<file path="src/rtl/muu_assoc.sv">
// Set-associative write-back cache controller: hit/miss decode, victim choice, per-word
// writeback/refill bursts. Define MUU_ASSOC_WRITE_ALLOCATE_EN to allocate on write misses.
//
// state  | meaning
// IDLE   | waiting for a CPU request, array/tag inputs sampled here
// HIT_RD | read hit (or read refill done), ack
// HIT_WR | write hit (or write refill done), write word + mark dirty, ack
// WB     | writing the dirty victim line back to RAM, one word per ram_ack
// FILL   | refilling the victim line from RAM, one word per ram_ack
// WA     | write-around of a write miss straight to RAM (no allocate build only)

module muu_assoc #(
    parameter  int WAYS       = 2,
    parameter  int LINE_WORDS = 4,
    localparam int WAY_W      = (WAYS > 1) ? $clog2(WAYS) : 1,
    localparam int WORD_W     = $clog2(LINE_WORDS)
) (
    input  logic              clk,
    input  logic              reset_n,
    input  logic              rd,
    input  logic              wr,
    input  logic [WAYS-1:0]   hit_way,
    input  logic [WAYS-1:0]   valid,
    input  logic [WAYS-1:0]   md,
    input  logic              ram_ack,
    output logic [WAY_W-1:0]  way_sel,
    output logic [WORD_W-1:0] word_sel,
    output logic              burst,
    output logic              chmd,
    output logic              wrt,
    output logic              wrd,
    output logic              wsel,
    output logic              tsel,
    output logic              rdram,
    output logic              wrram,
    output logic              ack
);

    typedef enum logic [2:0] {
        IDLE, HIT_RD, HIT_WR, WB, FILL
`ifndef MUU_ASSOC_WRITE_ALLOCATE_EN
        , WA
`endif
    } state_t;

    state_t            state_q, state_d;
    logic [WORD_W-1:0] beat_q, beat_d;
    logic [WAY_W-1:0]  way_q, way_d;
    logic [WAY_W-1:0]  rr_q, rr_d;
    logic              use_rr_q, use_rr_d;
    logic              is_wr_q, is_wr_d;

    logic [WAY_W-1:0]  hit_idx;
    logic [WAY_W-1:0]  vic;
    logic              vic_rr;
    logic              last_beat;

    // Lowest-index match wins when several tags match.
    always_comb begin
        hit_idx = '0;
        for (int i = WAYS - 1; i >= 0; i--) begin
            if (hit_way[i]) hit_idx = WAY_W'(i);
        end
    end

    // Prefer an empty way; fall back to the round-robin pointer only when the set is full.
    always_comb begin
        vic    = rr_q;
        vic_rr = 1'b1;
        for (int i = WAYS - 1; i >= 0; i--) begin
            if (!valid[i]) begin
                vic    = WAY_W'(i);
                vic_rr = 1'b0;
            end
        end
    end

    assign last_beat = (beat_q == WORD_W'(LINE_WORDS - 1));

    always_comb begin
        state_d  = state_q;
        beat_d   = beat_q;
        way_d    = way_q;
        rr_d     = rr_q;
        use_rr_d = use_rr_q;
        is_wr_d  = is_wr_q;
        way_sel  = '0;
        word_sel = '0;
        burst    = 1'b0;
        chmd     = 1'b0;
        wrt      = 1'b0;
        wrd      = 1'b0;
        wsel     = 1'b0;
        tsel     = 1'b0;
        rdram    = 1'b0;
        wrram    = 1'b0;
        ack      = 1'b0;
        case (state_q)
            IDLE: begin
                if (wr || rd) begin
                    is_wr_d = wr;
                    beat_d  = '0;
                    if (|hit_way) begin
                        way_d   = hit_idx;
                        state_d = wr ? HIT_WR : HIT_RD;
                    end else begin
                        way_d    = vic;
                        use_rr_d = vic_rr;
                        state_d  = md[vic] ? WB : FILL;
`ifndef MUU_ASSOC_WRITE_ALLOCATE_EN
                        if (wr) state_d = WA;
`endif
                    end
                end
            end
            HIT_RD: begin
                way_sel = way_q;
                ack     = 1'b1;
                state_d = IDLE;
            end
            HIT_WR: begin
                way_sel = way_q;
                wrd     = 1'b1;
                chmd    = 1'b1;
                ack     = 1'b1;
                state_d = IDLE;
            end
            WB: begin
                wrram    = 1'b1;
                burst    = 1'b1;
                way_sel  = way_q;
                word_sel = beat_q;
                if (ram_ack) begin
                    beat_d = last_beat ? '0 : beat_q + WORD_W'(1);
                    if (last_beat) state_d = FILL;
                end
            end
            FILL: begin
                rdram    = 1'b1;
                tsel     = 1'b1;
                wsel     = 1'b1;
                burst    = 1'b1;
                way_sel  = way_q;
                word_sel = beat_q;
                wrd      = ram_ack;
                if (ram_ack) begin
                    beat_d = last_beat ? '0 : beat_q + WORD_W'(1);
                    if (last_beat) begin
                        wrt     = 1'b1;
                        state_d = is_wr_q ? HIT_WR : HIT_RD;
                        if (use_rr_q)
                            rr_d = (rr_q == WAY_W'(WAYS - 1)) ? '0 : rr_q + WAY_W'(1);
                    end
                end
            end
`ifndef MUU_ASSOC_WRITE_ALLOCATE_EN
            WA: begin
                wrram = 1'b1;
                tsel  = 1'b1;
                if (ram_ack) begin
                    ack     = 1'b1;
                    state_d = IDLE;
                end
            end
`endif
            default: state_d = IDLE;
        endcase
    end

    always_ff @(posedge clk or negedge reset_n) begin
        if (!reset_n) begin
            state_q  <= IDLE;
            beat_q   <= '0;
            way_q    <= '0;
            rr_q     <= '0;
            use_rr_q <= 1'b0;
            is_wr_q  <= 1'b0;
        end else begin
            state_q  <= state_d;
            beat_q   <= beat_d;
            way_q    <= way_d;
            rr_q     <= rr_d;
            use_rr_q <= use_rr_d;
            is_wr_q  <= is_wr_d;
        end
    end

endmodule

</file>
<file path="config.mk">
export PLATFORM = sky130hd
export DESIGN_NAME = muu_assoc
export DESIGN_NICKNAME = d
export VERILOG_FILES = /design/src/rtl/muu_assoc.sv
export SDC_FILE = /design/constraint.sdc
export NUM_CORES = 1
export LEC_CHECK = 0
export CAP_MARGIN = 20
export CORE_UTILIZATION = 44
export CTS_CLUSTER_DIAMETER = 60
export DETAILED_ROUTE_END_ITERATION = 8
export PLACE_DENSITY = 0.84
export SLEW_MARGIN = 20
export SYNTH_ARGS = -nofsm -noshare
export SYNTH_HDL_FRONTEND = slang
export SYNTH_SLANG_ARGS = --single-unit
</file>
<file path="constraint.sdc">
create_clock -name clk -period 1.45 [get_ports clk]
set_input_delay 0.145 -clock clk [delete_from_list [all_inputs] [get_ports clk]]
set_output_delay 0.145 -clock clk [all_outputs]
set_load 0.005 [all_outputs]
</file>
==> results.md, run 1 <==
- Status: aborted with a tool error
- Failed at: 4_1_cts
- Log Error: [ERROR DPL-0033] detailed placement checks failed during check placement.
- I/O pin cnt: 23
- Count leader, synth: nand2_1
- Synth Flop Type: dfrtp_1
- Seq/Total Area, Yosys: 32.4%
- GP Congestion: 0.975
- TritonCTS buffer count: 3
- Post-Syn Nets: 96
- Synth area leader: dfrtp_1
- Cell Rows: 13
- Clock Sinks: 9
- Synth Register Bits: 9
- Top post-synthesis cells by area: dfrtp_1, nand2_1, o21ai_2
- DIE WIDTH: 41.8 µm
- Ys Warns: 0
- Root buffer cell: clkbuf_4
- Syn_area_per_cell: 8.28 µm²
- Clock Tree Buf Depth: 2
- Post-synth cell types: 38
- FFs w/ async S/R, synth: 100%
- Post_cts resized: 85
- Number of synthesized flops with an enable pin: 0
- Hold_buf cts: 0
- DP Area: between 0.001 and 0.0015 mm²
- HPWL after DPL: 1620 µm
- Post-synth top cells: nand2_1, dfrtp_1, o21ai_0
- Die Ht: about 42 µm
- Post-synthesis instance total: 84
- Placed Cells: 140
- Post CTS Setup Buffer Count: 20
- Post-synth top area share: 32.4%
- CTS H-tree lvls: 1
- Cell Area, Synth: 696 µm²
- Initial Util: 50.3%
- PortBufs: 22
-- cells by family after synthesis --
kind of cell | after synthesis | share of synthesized area [%]
simple gates | 35 | 26.6
fa+ha+maj | 1 | 1.80
flops | 9 | 32.4
buf+inv | 8 | 6.11
compound gates | 26 | 25.4
mux | 3 | 5.22
xor+xnor | 2 | 2.52
-- through the flow --
stage                     setup TNS, ps  worst slack [ps]
after detailed placement          -2710              -249
after floorplan                       0              92.8
after global placement            -1930              -206
==> run 2, diff against run 1 <==
Settings changed: CORE_AREA set to 2 2 63 65, CORE_UTILIZATION 44 to unset, CTS_CLUSTER_DIAMETER 60 to unset, DIE_AREA set to 0 0 65 67, PLACE_DENSITY 0.84 to unset, PLACE_DENSITY_LB_ADDON set to 0.15.
==> run 2 against run 1 <==
Against the previous run:
- synthesized cell count stayed put
- the flow now finishes, with violations (setup timing)
- area after synthesis stayed put
==> results.md, run 2 <==
- GR Overflow Total: 0
- TritonCTS buffer count: 3 (unchanged)
- CTS H-tree lvls: 1 (unchanged)
- Share of layout cells above drive strength 1: 63.7%
- Storage cell area: 229 µm²
- Fmax: 624 MHz
- Routed Wire Length: around 2400 µm
- Post-synth top area share: 32.4% (unchanged)
- Largest net degree at the start of global routing: 10
- CTS clk-pin slew, worst paths: 50 ps
- Avg WL per Cell: 11.9 µm
- Tmin final: 1600 ps
- Worst vdd ir: 0.000687 V
- Static Leak: 0.764 nW
- Design area: 0.00160 mm²
- Final Hold Fails: 0
- DIE WIDTH: 65 µm (+56%)
- Seq/Total Area, Yosys: 32.4% (unchanged)
- I/O pin cnt: 23 (unchanged)
- Post-DRT Antenna Nets: 0
- Drt drc: 0
- Drt initial violations: 13
- Final setup vio count: 15
- Synth area leader: dfrtp_1
- Post-synth cell types: 38 (unchanged)
- First-pass GRT wire length: approximately 4000 µm
- Hold crit path type: in2async
- Post-Syn Nets: 96 (unchanged)
- Status: complete, but fails checks
- # Max-Cap Violations: 0
- WP data arrival: ~1500 ps
- Worst-Skew Late Latency: 230 ps
- HPWL after DPL: 1610 µm (-0.46%)
- Die area: 0.00436 mm²
- Fin crit share: 110%
- Element type at the critical path start: flop
- Top post-synthesis cells by area: dfrtp_1, nand2_1, o21ai_2
- Post-route setup slack: -152 ps
- Total number of vias: 893
- Power Density: 2040 mW/mm²
- RSZ-0062 raised after global routing: true
- Largest Register: state_q
- Root buffer cell: clkbuf_8
- Placed Cells: 180 (+29%)
- Crit path from: state_q[1]
- Crit path cell chain: buf_6, or3_4, and3_1, buf_2
- Crit-path max FO: 4
- Hold_buf cts: 0 (unchanged)
- Number of synthesized flops with an enable pin: 0 (unchanged)
- Multi-input logic area: 568 µm²
- Most common cell after layout, fill and taps aside: buf_4
- Ys Warns: 0 (unchanged)
- Cell Rows: 22 (+9)
- Post-synth top cells: nand2_1, dfrtp_1, o21ai_0
- Initial Util: 19.3% (-31 points)
- Slew @ Worst Pin: 499 ps
- Diode count: 0
- Slew Limit Headroom: 66.4%
- FFs w/ async S/R, synth: 100% (unchanged)
- Worst r2r src: state_q[1]
- DP Area: 0.00117 mm² (+8.7%)
- CP max-delay cell: dfrtp_2
- Top Registers: state_q (3), beat_q (2)
- Gr usage total: 11.9%
- Critical path class: reg2out
- Violated checks: setup timing
- Clock Tree Buf Depth: 2 (unchanged)
- Via density per instance: 4.36
- Synth-to-Final Area Change: 129%
- Worst path max stage delay: approximately 450 ps
- Post-route insts no fill: 205
- Cell Area, Synth: 696 µm² (unchanged)
- Max FFs per register: 3
- Total core area: 0.00361 mm²
- Post-synthesis instance total: 84 (unchanged)
- Vias in the first global route: 912
- Syn_area_per_cell: 8.28 µm² (unchanged)
- Reg-to-reg setup timing slack: -100 ps
- Commonest non-fill, non-tap cells in the layout: buf_4, buf_6, nand2_1, clkdlybuf4s50_1, dfrtp_1
- Synth Flop Type: dfrtp_1
- Antenna violations before repair: 0
- GP Congestion: 0.800 (-18%)
- DRT Pass-1 Iters: 4
- Clock Sinks: 9 (unchanged)
- Required @ worst endpoint: roughly 1300 ps
- TritonCTS clock tree: done
- Fillcell total: 352
- Die Ht: 67 µm (+60%)
- Worst setup EP type: primary output
- Fin nets: 170
- PortBufs: 22 (unchanged)
- Count leader, synth: nand2_1
- Clock Skews: roughly 5.6 ps
- Synth Register Bits: 9 (unchanged)
- Fin. max-slew vios: 0
==> run 2: cell counts after synthesis <==
Identical to the previous run, type by type.
==> run 2: cell type report <==
cell class / count / area share, %
Clock buffer: 4 / 2.82
Inverter: 4 / 1.10
Multi-Input combinational cell: 67 / 35.6
Sequential cell: 9 / 14.3
Tap cell: 48 / 3.76
Timing Repair Buffer: 73 / 42.4
==> run 2: kinds of logic (layout without fill, tap and decap cells) <==
logic type,Yosys count,count (layout),share of synthesized area (%)
and+or+nand+nor,35,35,26.6
AOI/OAI and AO/OA,26,26,25.4
DFF,9,9,32.4
buffers and inverters,8,81,6.11
muxes,3,3,5.22
xor gates and xnor gates,2,2,2.52
adders and majority gates,1,1,1.80
==> run 2: worst paths after layout <==
check                              to  cells after the start
min in group clk             use_rr_q                      3
hold reg to reg                 way_q                      2
setup / recovery              way_sel                      4
max in group asynchronous  state_q[1]                      1
hold / removal                is_wr_q                      1
setup reg to reg             use_rr_q                      7
==> run 2: worst max-delay path: cells and delay by family (launching register included) <==
kind          cells  cell delay (ps)
simple gates      2              520
buf+inv           2              260
flops             1              450
==> run 2: per-stage QoR <==
stage / util (%) / worst slack (ps) / power (mW) / hold WS [ps] / setup TNS (ps)
6_report: 44.3 / -152 / 3.25 / 215 / -716
5_1_grt: 44.3 / -209 / 3.48 / 239 / -1810
4_1_cts: 39.7 / -180 / 2.80 / 224 / -715
3_5_place_dp: 32.5 / -250 / 1.97 / 470 / -3110
3_3_place_gp: 32.5 / -226 / 1.96 / 465 / -3000
2_1_floorplan: - / 92.8 / 1.13 / -151 / 0
==> run 2: layer usage <==
metal	GRT usage [%]	part of all wire (%)	wire, µm	up-vias
met3	1.35	3.2	78	0
met4	7.18	0	0	0
li1	-	-	-	450
met5	0	0	0	-
met2	20.9	53	1300	15
met1	14.0	43	1060	428
==> run 2: power by group <==
part	internal [mW]	leakage (nW)	switching (mW)
Clock	0.191	0.0228	0.0895
Combinational	1.54	0.628	0.955
Sequential	0.353	0.113	0.124
Total	2.08	0.764	1.17
==> run 2: timing repair <==
item,4_1_cts,5_1_grt
pin swaps,15,14
buffers inserted,18,8
setup endpoints to repair,19,19
gates resized for setup,74,33
(Power assumes the default switching activity.)
==> run 3, diff against run 2 <==
Settings changed: CTS_CLUSTER_SIZE set to 30.
==> results of run 3 <==
Same layout as run 2: the final DEF is identical, and so are final timing and power.
==> run 4, diff against run 3 <==
Settings changed: CTS_CLUSTER_SIZE 30 to unset.
==> results of run 4 <==
Same layout as run 2: the final DEF is identical, and so are final timing and power.
==> patch 1: new RTL, settings of run 4 <==
`WAYS`: 2 -> 1.
--- a/src/rtl/muu_assoc.sv
+++ b/src/rtl/muu_assoc.sv
@@ -11,5 +11,5 @@
 
 module muu_assoc #(
-    parameter  int WAYS       = 2,
+    parameter  int WAYS       = 1,
     parameter  int LINE_WORDS = 4,
     localparam int WAY_W      = (WAYS > 1) ? $clog2(WAYS) : 1,
Ports: changed (resized hit_way, md and valid); port bits go from 23 to 20. The function was not compared with the original's and may differ.
==> patch 1 against run 4 <==
  * The flow still finishes with violations (setup timing)
  * Power shrank 34%
  * Non-clock buffer count decreased by 17
  * Sequential cell count fell by 3
  * Design area decreased by 25%
  * Worst setup slack lost 35 ps
  * Core utilization down 11 points
  * Routed wire length down 22%
  * Maximum frequency is 2.1% lower
  * Synthesized area is 26% lower
==> patch 1: results (changes against run 4) <==
| Metric | Value |
|---|---|
| Multi-input logic cell count | 45 (was 67) |
| Worst reg-to-reg setup slack | -190 ps (was -100 ps) |
| Result of the run | complete, but fails checks (unchanged) |
| Area of the multi-input gates | 399.1 um^2 (was 568.0 um^2) |
| Met1 track demand over resource in global routing | 12.69% (was 13.98%) |
| Count of distinct cell types in the synthesized netlist | 35 (was 38) |
| Synth Area per Inst | 8.222 um^2 (was 8.282 um^2) |
| Routed wl met2 | 941 um (was 1298 um) |
| Violated checks | setup timing (unchanged) |
| Proportion of synthesized chip area in sequential cells | 28.99% (was 32.37%) |
| Maximum ir drop on the vdd rail | 0.3371 mV (was 0.6873 mV) |
| Pin count of the biggest net entering global routing | 11 (was 10) |
| Final Worst Setup Slack | -187.2 ps (was -152.1 ps) |
| Non-clock buffers, area share | 43.38% (was 42.40%) |
| Post-CTS repair timing setup buffer count | 17 (was 18) |
| Setup TNS | -1400 ps (was -715.7 ps) |
| DPL Wire Length | 1236 um (was 1613 um) |
| Leading cell type in the layout, fill and taps excluded | buf_6 (was buf_4) |
| Proportion of cell area spent on the clock network | 3.466% (was 2.821%) |
| Post-cts gate resize count | 77 (was 74) |
| Seq_cells | 6 (was 9) |
| Met2 capacity usage during global routing | 15.98% (was 20.88%) |
| Filler cell count in the final layout | 389 (was 352) |
| CP Depth | 5 (was 4) |
| Final Cell Area | 0.001191 mm^2 (was 0.001597 mm^2) |
| Total area of sequential cells | 150.1 um^2 (was 229.0 um^2) |
| Endpoints failing setup | 11 (was 15) |
| Kind of cell adding the most delay to the critical path | flip-flops (was simple AND/OR/NAND/NOR gates) |
| CLK BUF | 3 (was 4) |
patch 1: how the worst min path moves through the flow:
stage / from / to / slack [ps] / cells past startpoint
2_1_floorplan: reset_n / beat_q[0] / -150 / 0
3_3_place_gp: reset_n / beat_q[0] / 410 / 1
3_5_place_dp: reset_n / beat_q[0] / 410 / 1
4_1_cts: reset_n / beat_q[0] / 170 / 1
5_1_grt: reset_n / beat_q[0] / 190 / 1
6_report: reset_n / beat_q[0] / 160 / 1
patch 1: kinds of logic (layout without fill, tap and decap cells):
family / count (synthesis) / in the layout / synth area share, %
and+or+nand+nor: 20 / 20 / 22.23
adders and majority gates: 1 / 1 / 2.415
muxes: 2 / 2 / 4.830
other: 1 / 1 / 0.7239
DFF: 6 / 6 / 28.98
buffers and inverters: 12 / 64 / 12.32
AOI/OAI and AO/OA: 21 / 21 / 28.51
patch 1: power by group:
part	internal, W	switching [W]	total [W]
clock	0.000179	0.0000797	0.000259
combinational	0.000987	0.000593	0.00158
sequential	0.000236	0.0000576	0.000294
==> patch 2: new RTL, config.mk and constraints of run 4 <==
Without the edit above. Re-encode `state_t` (6 states) as one-hot, 6 bits wide.
--- a/src/rtl/muu_assoc.sv
+++ b/src/rtl/muu_assoc.sv
@@ -37,8 +37,8 @@
 );
 
-    typedef enum logic [2:0] {
-        IDLE, HIT_RD, HIT_WR, WB, FILL
+    typedef enum logic [5:0] {
+        IDLE = 6'b000001, HIT_RD = 6'b000010, HIT_WR = 6'b000100, WB = 6'b001000, FILL = 6'b010000
 `ifndef MUU_ASSOC_WRITE_ALLOCATE_EN
-        , WA
+        , WA = 6'b100000
 `endif
     } state_t;
Formal check against the unedited RTL: same outputs for any inputs over 10 cycles, from zero or initial values and one cycle with reset_n low; not proved beyond that.
==> patch 2 against run 4 <==
  * The run still ends with setup timing left
  * Core utilization decreased by 0.42 points
  * Sequential cell count grew 3
  * Design area shrank 0.94%
  * Routed wire length increased by 6.2%
  * Worst setup slack lost 320 ps
  * Power shrank 35%
  * Combinational power down 49%
  * Die area unchanged
  * First-iteration DRC count increased to 2.8 times the old value
  * Clock skew fell by 4.7 ps
  * Synthesized area increased by 12%
  * Non-clock buffer count fell by 11
  * Critical path type is now reg2reg
  * Critical endpoint is now state_q[4]
  * Highest routed layer is now met4
==> patch 2: results (changes against run 4) <==
| Metric | Value |
|---|---|
| Total global routing track utilization | 12.89% (was 11.95%) |
| Via count of the first global-routing pass | 931 (was 912) |
| Top area cells in the synthesized netlist | dfrtp_1 (35%), nand2_1 (4.8%), nor2_1 (4.3%) (was dfrtp_1 (32%), nand2_1 (7.0%), o21ai_2 (5.0%)) |
| Reg2Reg Launch Point | state_q[0] (was state_q[1]) |
| Leakage component of the power | 0.7934 nW (was 0.7638 nW) |
| Maximum ir drop on the vdd rail | 0.7357 mV (was 0.6873 mV) |
| Final Worst Setup Slack | -476.9 ps (was -152.1 ps) |
| Largest registers | state_q (6), beat_q (2) (was state_q (3), beat_q (2)) |
| Share of cells above drive strength 1 | 57.52% (was 63.69%) |
| Per-cell routed wire length | 12.87 um (was 11.88 um) |
| Largest incremental delay on the critical path | 400 ps (was 450 ps) |
| Worst reg2reg endpoint | state_q[4] (was use_rr_q) |
| Placed cell count | 186 (was 180) |
| Top cells by count, synth | dfrtp_1 (11), nand2_1 (10), nor2_1 (9), inv_1 (6), o21ai_0 (4) (was nand2_1 (13), dfrtp_1 (9), o21ai_0 (5), o21ai_2 (4)) |
| First-pass GRT wire length | 4271 um (was 3933 um) |
| Pin count of the biggest net entering global routing | 13 (was 10) |
| Drt first-iter violations | 37 (was 13) |
| DPL Wire Length | 1884 um (was 1613 um) |
| Violated checks | setup timing (unchanged) |
| Proportion of synthesized chip area in sequential cells | 38.62% (was 32.37%) |
| Worst-case reg-to-reg path depth | 6 (was 7) |
| Placed instance area | 0.001259 mm^2 (was 0.001174 mm^2) |
| Routed wire length | 2587 um (was 2435 um) |
| Total via count in the routed design | 885 (was 893) |
| Cell at the slowest stage of the critical path | or3_4 (was dfrtp_2) |
| Result of the run | complete, but fails checks (unchanged) |
| Endpoints failing setup | 24 (was 15) |
| WP data arrival | 2050 ps (was 1460 ps) |
| Worst slew slack as a fraction of its limit | 66.28% (was 66.38%) |
patch 2: cell type report:
cell class | instances | area [um^2]
clock buffers | 4 | 55.05
flip-flops and latches | 12 | 301.5
inverters | 6 | 25.02
repair buffers | 62 | 541.8
well taps | 48 | 60.06
fillers | 371 | 2024
multi-input cells | 69 | 598.1
patch 2: cell families after synthesis:
family,share of synthesized area [%]
XOR/XNOR,4.488
multiplexers,3.205
flip-flops,38.62
AND/OR/NAND/NOR,27.73
AO/OA/AOI/OAI,18.91
buffers and inverters,5.449
adder cells (fa/ha/maj),1.602
patch 2: worst max path at each step:
stage	endpoint	slack [ps]	depth (start not counted)	from
floorplan	state_q[4]	-380	6	state_q[1]
global placement	word_sel[1]	-490	5	state_q[0]
detailed placement	word_sel[1]	-510	5	state_q[0]
CTS	state_q[4]	-490	6	state_q[0]
global route	state_q[4]	-540	6	state_q[0]
finish	state_q[4]	-480	6	state_q[0]
patch 2: repair_timing:
action / in CTS / in global routing
pin swaps: 14 / 9
endpoints found under the setup margin: 24 / 24
buffers inserted: 9 / 3
gates resized for setup: 79 / 12
patch 2: worst max-delay path: cells and delay by family (launching register included):
kind                   cells  cell delay, ps
AO/OA/AOI/OAI              1             140
AND/OR/NAND/NOR            3             870
multiplexers               1             300
buffers and inverters      1             140
flip-flops                 1             360
patch 2: per-stage QoR:
step	setup TNS (ps)	total power, W
detailed placement	-7472	0.001333
global route	-8217	0.002244
CTS	-6119	0.002026
floorplan	-2073	0.0008714
global placement	-7023	0.001325
finish	-6440	0.002100
patch 2: metal layers:
layer / track usage (%) / wire length, um / vias to the layer above
met5: 0 / 0 / -
met4: 3.723 / 14 / 0
met3: 2.365 / 129 / 2
met2: 23.32 / 1349 / 25
met1: 15.46 / 1093 / 411
li1: - / - / 447
patch 2: power by group:
group	internal (W)	switching [W]	total [W]
logic	0.000713	0.000546	0.00126
registers	0.000428	0.0000510	0.000479
clock network	0.000240	0.000122	0.000362
